===== src/rtl/i2c_eeprom_pkg.sv =====
`default_nettype none
// ============================================================================
//  Module      : i2c_eeprom_pkg
//  Description : Shared types and constants for the I2C EEPROM slave.
//                Holds the protocol state enum, the bit count of one byte
//                and the erased-cell value of the emulated memory.
//  Revision    : 1.0 - initial release
// ============================================================================
package i2c_eeprom_pkg;

    typedef enum logic [3:0] {
        IDLE      = 4'd0,
        DEV_ADDR  = 4'd1,
        ACK_DEV   = 4'd2,
        WORD_ADDR = 4'd3,
        ACK_WORD  = 4'd4,
        WR_DATA   = 4'd5,
        ACK_WR    = 4'd6,
        RD_DATA   = 4'd7,
        RD_ACK    = 4'd8
    } i2c_state_e;

    localparam int         I2C_BITS_PER_BYTE = 8;
    localparam logic [7:0] EEPROM_ERASED     = 8'hFF;

endpackage : i2c_eeprom_pkg
`default_nettype wire


===== src/rtl/i2c_sync_edge.sv =====
`default_nettype none
// ============================================================================
//  Module      : i2c_sync_edge
//  Description : Two-flop synchronizer for one asynchronous bus line plus a
//                delayed copy used to detect rising and falling edges.
//  Ports       : clk_i   - system clock
//                rst_ni  - asynchronous active-low reset
//                d_i     - asynchronous pad level
//                level_o - synchronized level
//                rise_o  - one-cycle pulse on a detected 0->1 transition
//                fall_o  - one-cycle pulse on a detected 1->0 transition
//  Revision    : 1.0 - initial release
// ============================================================================
module i2c_sync_edge (
    input  logic clk_i,
    input  logic rst_ni,
    input  logic d_i,
    output logic level_o,
    output logic rise_o,
    output logic fall_o
);

    logic meta_q;
    logic sync_q;
    logic dly_q;

    // Reset to 1: an idle I2C bus is pulled high, so no edge appears on release.
    always_ff @(posedge clk_i or negedge rst_ni) begin
        if (!rst_ni) begin
            meta_q <= 1'b1;
            sync_q <= 1'b1;
            dly_q  <= 1'b1;
        end else begin
            meta_q <= d_i;
            sync_q <= meta_q;
            dly_q  <= sync_q;
        end
    end

    assign level_o = sync_q;
    assign rise_o  = sync_q & ~dly_q;
    assign fall_o  = ~sync_q & dly_q;

endmodule : i2c_sync_edge
`default_nettype wire


===== src/rtl/i2c_eeprom_slave.sv =====
`default_nettype none
// ============================================================================
//  Module      : i2c_eeprom_slave
//  Description : I2C slave emulating a 24C02-class serial EEPROM. Supports
//                byte/sequential write, random read and current-address read.
//                SCL/SDA are oversampled with clk_i; SDA is driven open-drain.
//  Ports       : clk_i    - system clock, rising edge
//                rst_ni   - asynchronous active-low reset
//                scl_i    - SCL pad level (asynchronous)
//                sda_i    - SDA pad level (asynchronous)
//                sda_oe_o - 1 pulls SDA low, 0 releases it
//  Revision    : 1.0 - initial release
// ============================================================================
module i2c_eeprom_slave
    import i2c_eeprom_pkg::*;
#(
    parameter logic [6:0] ADDRESS   = 7'b1010_000,
    parameter int         MEM_BYTES = 256
) (
    input  logic clk_i,
    input  logic rst_ni,
    input  logic scl_i,
    input  logic sda_i,
    output logic sda_oe_o
);

    localparam int         AW       = $clog2(MEM_BYTES);
    // Bit counter milestones: last data bit, ACK slot driven, ACK slot sampled.
    localparam logic [3:0] LAST_BIT = 4'(I2C_BITS_PER_BYTE - 1);
    localparam logic [3:0] ACK_BIT  = 4'(I2C_BITS_PER_BYTE);
    localparam logic [3:0] ACK_DONE = 4'(I2C_BITS_PER_BYTE + 1);

    logic scl_lvl, scl_rise, scl_fall;
    logic sda_lvl, sda_rise, sda_fall;

    i2c_sync_edge u_scl_sync (
        .clk_i   (clk_i),
        .rst_ni  (rst_ni),
        .d_i     (scl_i),
        .level_o (scl_lvl),
        .rise_o  (scl_rise),
        .fall_o  (scl_fall)
    );

    i2c_sync_edge u_sda_sync (
        .clk_i   (clk_i),
        .rst_ni  (rst_ni),
        .d_i     (sda_i),
        .level_o (sda_lvl),
        .rise_o  (sda_rise),
        .fall_o  (sda_fall)
    );

    logic start_det, stop_det;
    assign start_det = sda_fall & scl_lvl;
    assign stop_det  = sda_rise & scl_lvl;

    i2c_state_e     state_q,   state_d;
    logic [3:0]     bit_cnt_q, bit_cnt_d;
    logic [7:0]     shift_q,   shift_d;
    logic [AW-1:0]  ptr_q,     ptr_d;
    logic           sda_oe_q,  sda_oe_d;
    logic           mem_we;
    logic [7:0]     mem_q [MEM_BYTES];
    logic [7:0]     mem_rd;
    logic [7:0]     byte_in;

    assign mem_rd  = mem_q[ptr_q];
    // Byte as it stands once the bit sampled this cycle is shifted in.
    assign byte_in = {shift_q[6:0], sda_lvl};

    always_ff @(posedge clk_i or negedge rst_ni) begin
        if (!rst_ni) begin
            state_q   <= IDLE;
            bit_cnt_q <= 4'd0;
            shift_q   <= 8'd0;
            ptr_q     <= '0;
            sda_oe_q  <= 1'b0;
        end else begin
            state_q   <= state_d;
            bit_cnt_q <= bit_cnt_d;
            shift_q   <= shift_d;
            ptr_q     <= ptr_d;
            sda_oe_q  <= sda_oe_d;
        end
    end

    always_ff @(posedge clk_i or negedge rst_ni) begin
        if (!rst_ni) begin
            for (int i = 0; i < MEM_BYTES; i++) begin
                mem_q[i] <= EEPROM_ERASED;
            end
        end else if (mem_we) begin
            mem_q[ptr_q] <= byte_in;
        end
    end

    always_comb begin
        state_d   = state_q;
        bit_cnt_d = bit_cnt_q;
        shift_d   = shift_q;
        ptr_d     = ptr_q;
        sda_oe_d  = sda_oe_q;
        mem_we    = 1'b0;

        if (start_det) begin
            bit_cnt_d = 4'd0;
            sda_oe_d  = 1'b0;
            state_d   = DEV_ADDR;
        end else if (stop_det) begin
            sda_oe_d  = 1'b0;
            state_d   = IDLE;
        end else if (scl_rise) begin
            case (state_q)
                DEV_ADDR, WORD_ADDR, WR_DATA: begin
                    shift_d   = byte_in;
                    bit_cnt_d = bit_cnt_q + 4'd1;
                    if (bit_cnt_q == LAST_BIT) begin
                        if (state_q == DEV_ADDR) begin
                            state_d = (byte_in[7:1] == ADDRESS) ? ACK_DEV : IDLE;
                        end else if (state_q == WORD_ADDR) begin
                            ptr_d   = byte_in[AW-1:0];
                            state_d = ACK_WORD;
                        end else begin
                            mem_we  = 1'b1;
                            ptr_d   = ptr_q + 1'b1;
                            state_d = ACK_WR;
                        end
                    end
                end
                ACK_DEV, ACK_WORD, ACK_WR: begin
                    bit_cnt_d = ACK_DONE;
                end
                RD_DATA: begin
                    bit_cnt_d = bit_cnt_q + 4'd1;
                end
                RD_ACK: begin
                    // Counter value 1 remembers the master's ACK until SCL falls.
                    if (!sda_lvl) begin
                        bit_cnt_d = 4'd1;
                    end else begin
                        state_d = IDLE;
                    end
                end
                default: ;
            endcase
        end else if (scl_fall) begin
            case (state_q)
                ACK_DEV, ACK_WORD, ACK_WR: begin
                    if (bit_cnt_q == ACK_BIT) begin
                        sda_oe_d = 1'b1;
                    end else if (bit_cnt_q == ACK_DONE) begin
                        sda_oe_d  = 1'b0;
                        bit_cnt_d = 4'd0;
                        // In ACK_DEV the shift register still holds the
                        // device byte, so bit 0 is the R/W flag.
                        if (state_q == ACK_DEV && shift_q[0]) begin
                            shift_d  = mem_rd;
                            sda_oe_d = ~mem_rd[7];
                            state_d  = RD_DATA;
                        end else if (state_q == ACK_DEV) begin
                            state_d  = WORD_ADDR;
                        end else begin
                            state_d  = WR_DATA;
                        end
                    end
                end
                RD_DATA: begin
                    if (bit_cnt_q == ACK_BIT) begin
                        sda_oe_d  = 1'b0;
                        ptr_d     = ptr_q + 1'b1;
                        bit_cnt_d = 4'd0;
                        state_d   = RD_ACK;
                    end else begin
                        shift_d  = {shift_q[6:0], 1'b0};
                        sda_oe_d = ~shift_q[6];
                    end
                end
                RD_ACK: begin
                    if (bit_cnt_q == 4'd1) begin
                        shift_d   = mem_rd;
                        sda_oe_d  = ~mem_rd[7];
                        bit_cnt_d = 4'd0;
                        state_d   = RD_DATA;
                    end
                end
                default: ;
            endcase
        end
    end

    assign sda_oe_o = sda_oe_q;

endmodule : i2c_eeprom_slave
`default_nettype wire


===== config.mk =====
export PLATFORM = sky130hd
export DESIGN_NAME = i2c_eeprom_slave
export DESIGN_NICKNAME = d
export VERILOG_FILES = /design/src/rtl/i2c_eeprom_pkg.sv /design/src/rtl/i2c_sync_edge.sv /design/src/rtl/i2c_eeprom_slave.sv
export SDC_FILE = /design/constraint.sdc
export NUM_CORES = 2
export LEC_CHECK = 0
export CAP_MARGIN = 0
export CORE_MARGIN = 4
export CORE_UTILIZATION = 40
export CTS_CLUSTER_DIAMETER = 40
export CTS_CLUSTER_SIZE = 28
export DETAILED_ROUTE_END_ITERATION = 8
export PLACE_DENSITY_LB_ADDON = 0.12
export SKIP_LAST_GASP = 1
export SYNTH_ARGS = -nofsm -noshare
export SYNTH_HDL_FRONTEND = slang
export SYNTH_SLANG_ARGS = --single-unit

===== constraint.sdc =====
create_clock -name clk_i -period 4.8 [get_ports clk_i]
set_input_delay 0.48 -clock clk_i [delete_from_list [all_inputs] [get_ports clk_i]]
set_output_delay 0.48 -clock clk_i [all_outputs]
set_load 0.05 [all_outputs]

==> summary.md <==
| Metric | Value |
|---|---|
| Num rows | 182 |
| Top routing layer in use | met4 |
| Die X-Extent | 506 µm |
| CTS tree | built |
| Setup crit end | shift_q[0] |
| Critical Path AT | approximately 5.2 ns |
| Die Footprint | 256000 µm² |
| Routed vias | 56400 |
| CTS root buffer | clkbuf_16 |
| WS Path Type | reg2reg |
| Post-CTS Setup Inserts | 0 |
| R2R Path Start | ptr_q[0] |
| CP endpoint kind | flip-flop |
| Routed wire length | 299 mm |
| Sequential share of power | 0.377 |
| GRT Util Overall | 0.233 |
| Part of the Yosys area used for sequential elements | 0.550 |
| First-pass GRT wire length | 441 mm |
| # hold bufs at CTS | 2 |
| PD cells | between 400 and 500 nW/µm² |
| RSZ-0062 raised after global routing | false |
| CP Launch Type | flip-flop |
| Setup TNS Final | 0 ns |
| Initial core utilization | 0.402 |
| Slew Limit Headroom | 0.0901 |
| Leakage power | ~45 nW |
| Asr flop ratio synth | 1.00 |
| DRT antenna net count | 0 |
| PnR worst setup slack | 0.393 ns |
| Status | finished, final reports clean |
| Fin area | about 120000 µm² |
| Post-cts resize count | 0 |
| EDFF count, synth | 0 |
| Port bufs | 4 |
| Clock Tree Buf Depth | 4 |
| Via density | 5.70 |
| Syn-to-layout area delta | 18.1% |
| Worst Max-Slew Pin Slew | between 1 and 1.5 ns |
| Clk_lat worst skew | 0.94 ns |
| # clock sinks | 2078 |
| Req. time, crit path | around 5.6 ns |
| Syn_area_per_cell | about 16 µm² |
| Final setup fails | 0 |
| Top post-synthesis cells by area | dfstp_2 (54%), mux2_2 (23%), mux4_2 (12%) |
| Seq cells post-synth | around 2100 |
| Clock slew at reported path FFs | 0.06 ns |
| Final GP Congestion | 0.920 |
| Net Sw Power | 11.1 mW |
| Core area | 246000 µm² |
| Highest clock rate | 0.227 GHz |
| Layout cells sized above 1 | 0.888 |
| DR iter-0 viols | 4105 |
| CTS Buf Count | 380 |
| Final-report hold violation count | 0 |
| Mapped Area | 99200 µm² |
| Reg-to-reg endpoint | shift_q[0] |
| CP startpoint | ptr_q[0] |
| Syn Nets | 6125 |
| Hold Path Class | in2reg |
| Final Skew | 0.0709 ns |
| Ys Warns | 0 |
| Critical-path maximum fanout | 32 |
| WL met2 | between 100 and 150 mm |
| Met3 wire length | between 15 and 20 mm |
| H-tree levels | 5 |
| Synth Flop Type | dfstp_2 |
| DRC | 0 |
| Clock power share | 0.586 |
| Combinational power share | 0.037 |
| Filler Cells Inserted | around 21000 |
| FF-to-FF setup slack | between 0.3 and 0.4 ns |
| Clock period minus worst slack | 4.41 ns |
| Peak VDD IR | 0.357 mV |
| # IOs | 5 |
| Dpl ws | around 0.48 ns |
| Total power | 47.6 mW |
| Hold_ws | 0.117 ns |
| Vias in the first global route | 59900 |
| DP Area | 104000 µm² |
| Sw Ratio | 0.233 |
| First-pass iteration count of the detailed router | 6 |
| R2R depth | 9 |
| Cell count after synthesis | slightly above 6000 |
| Remaining Overflow, GRT | 0 |
| Int Power | 36.5 mW |
| Max cap viols | 0 |
| Final HPWL from detailed placement | 188 mm |
| Fin nets | roughly 6300 |
| Initial antenna violation count | 8 |
| Final Max Tran Viols | 0 |
| Wire per inst | 30.3 µm |
| Leading area contributor after synthesis | dfstp_2 |
| Routed metal-1 wirelength | 133 mm |
| Synth cell types | 74 |
| Period utilization | 0.918 |
| Die Height | 506 µm |
| Largest net degree at the start of global routing | 203 |
| Yosys top cell area share | 0.544 |
[Yosys cell counts, drive strengths merged, types with 11 or more instances]
library cell     n
dfrtp           24
nor3            20
inv             11
nor4            12
a22oi           47
o22ai           47
nor2b           18
nand4           15
nor2           292
o32ai           11
nand2          113
nand3           48
mux2i          147
o21ai           22
dfstp         2054
clkbuf         291
a211oi          13
buf            175
a21oi           43
mux4           534
mux2          2050
[layout make-up]
cell class                      count  area [µm²]  area share
Antenna cell                        4        10.0   0.0000855
Tap cell                         3312        4140      0.0354
Inverter                           13        61.3    0.000524
Clock inverter                    221        2990      0.0256
Clock buffer                      458       10300      0.0881
Multi-Input combinational cell   3555       42500       0.363
Timing Repair Buffer              237        2450      0.0209
Sequential cell                  2078       54600       0.467
[how the worst min path moves through the flow]
stage,start,to,slack [ns],cells after the start
final,scl_i,u_scl_sync.meta_q,0.12,1
after CTS,scl_i,u_scl_sync.meta_q,0.05,1
after floorplan,rst_ni,bit_cnt_q[0],0.18,0
after global placement,u_sda_sync.meta_q,u_sda_sync.level_o,0.36,0
after detailed placement,u_sda_sync.meta_q,u_sda_sync.level_o,0.35,0
after global routing,scl_i,u_scl_sync.meta_q,0.08,1
[sequential cells by signal, indices dropped and copies added (netlist names)]
| signal | count |
|---|---|
| u_sda_sync.meta_q | 1 |
| u_scl_sync.meta_q | 1 |
| u_scl_sync.dly_q | 1 |
| shift_q | 7 |
| bit_cnt_q | 4 |
| u_sda_sync.level_o | 1 |
| u_scl_sync.level_o | 1 |
| u_sda_sync.dly_q | 1 |
| state_q | 4 |
| ptr_q | 8 |
| mem_q | 2048 |
| sda_oe_o | 1 |
[through the flow]
stage / utilization / std cells
2_1_floorplan: - / 6112
3_3_place_gp: 0.421 / 9193
3_5_place_dp: 0.421 / 9193
4_1_cts: 0.475 / 9874
5_1_grt: 0.475 / 9875
6_report: 0.475 / 9878
[logic make-up after synthesis]
family,after synthesis,share of synthesized area
xor+xnor,1,0.0000883
compound gates,245,0.0169
fa+ha+maj,9,0.00114
simple gates,569,0.0406
buf+inv,479,0.0220
flops,2078,0.550
mux,2731,0.369
[cell usage in the layout, fill, tap and decap left out, drive strengths merged, types with 6 or more instances in the layout]
| cell type | synthesis | layout |
|---|---|---|
| a2111oi | 7 | 7 |
| a211oi | 13 | 13 |
| a21oi | 43 | 43 |
| a22o | 7 | 7 |
| a22oi | 47 | 47 |
| a31oi | 9 | 9 |
| and2 | 9 | 9 |
| buf | 175 | 232 |
| bufinv | 0 | 59 |
| clkbuf | 291 | 458 |
| clkinv | 2 | 78 |
| clkinvlp | 0 | 50 |
| dfrtp | 24 | 24 |
| dfstp | 2054 | 2054 |
| ha | 9 | 9 |
| inv | 11 | 47 |
| mux2 | 2050 | 2050 |
| mux2i | 147 | 147 |
| mux4 | 534 | 534 |
| nand2 | 113 | 113 |
| nand3 | 48 | 48 |
| nand4 | 15 | 15 |
| nor2 | 292 | 292 |
| nor2b | 18 | 18 |
| nor3 | 20 | 20 |
| nor4 | 12 | 12 |
| nor4bb | 6 | 6 |
| o211ai | 8 | 8 |
| o21ai | 22 | 22 |
| o22ai | 47 | 47 |
| o31ai | 6 | 6 |
| o32ai | 11 | 11 |
[worst max-delay path, cell delays in order (launching register included)]
cell and delay [ns]:
dfrtp_4 0.85, buf_12 0.35, buf_4 0.30, mux4_2 0.53, mux2i_1 0.39, o22ai_1 0.24
nor4_1 0.94, nand3_1 0.18, o31ai_1 0.33, o21ai_1 0.10
[per-layer routing]
metal | vias up | GRT usage
li1 | 23400 | -
met1 | 31100 | 0.326
met2 | 1392 | 0.364
met3 | 521 | 0.0483
met4 | 0 | 0.0728
met5 | - | 0
[power groups by stage]
stage          Combinational (mW)  Sequential, mW  Clock [mW]
2_1_floorplan                1.00            17.9           0
3_3_place_gp                 1.75            18.2           0
3_5_place_dp                 1.77            18.2           0
4_1_cts                      1.78            17.9        28.5
5_1_grt                      1.89            17.9        29.3
6_report                     1.75            18.0        27.9
Note: power is estimated with default switching activity, not from simulation.
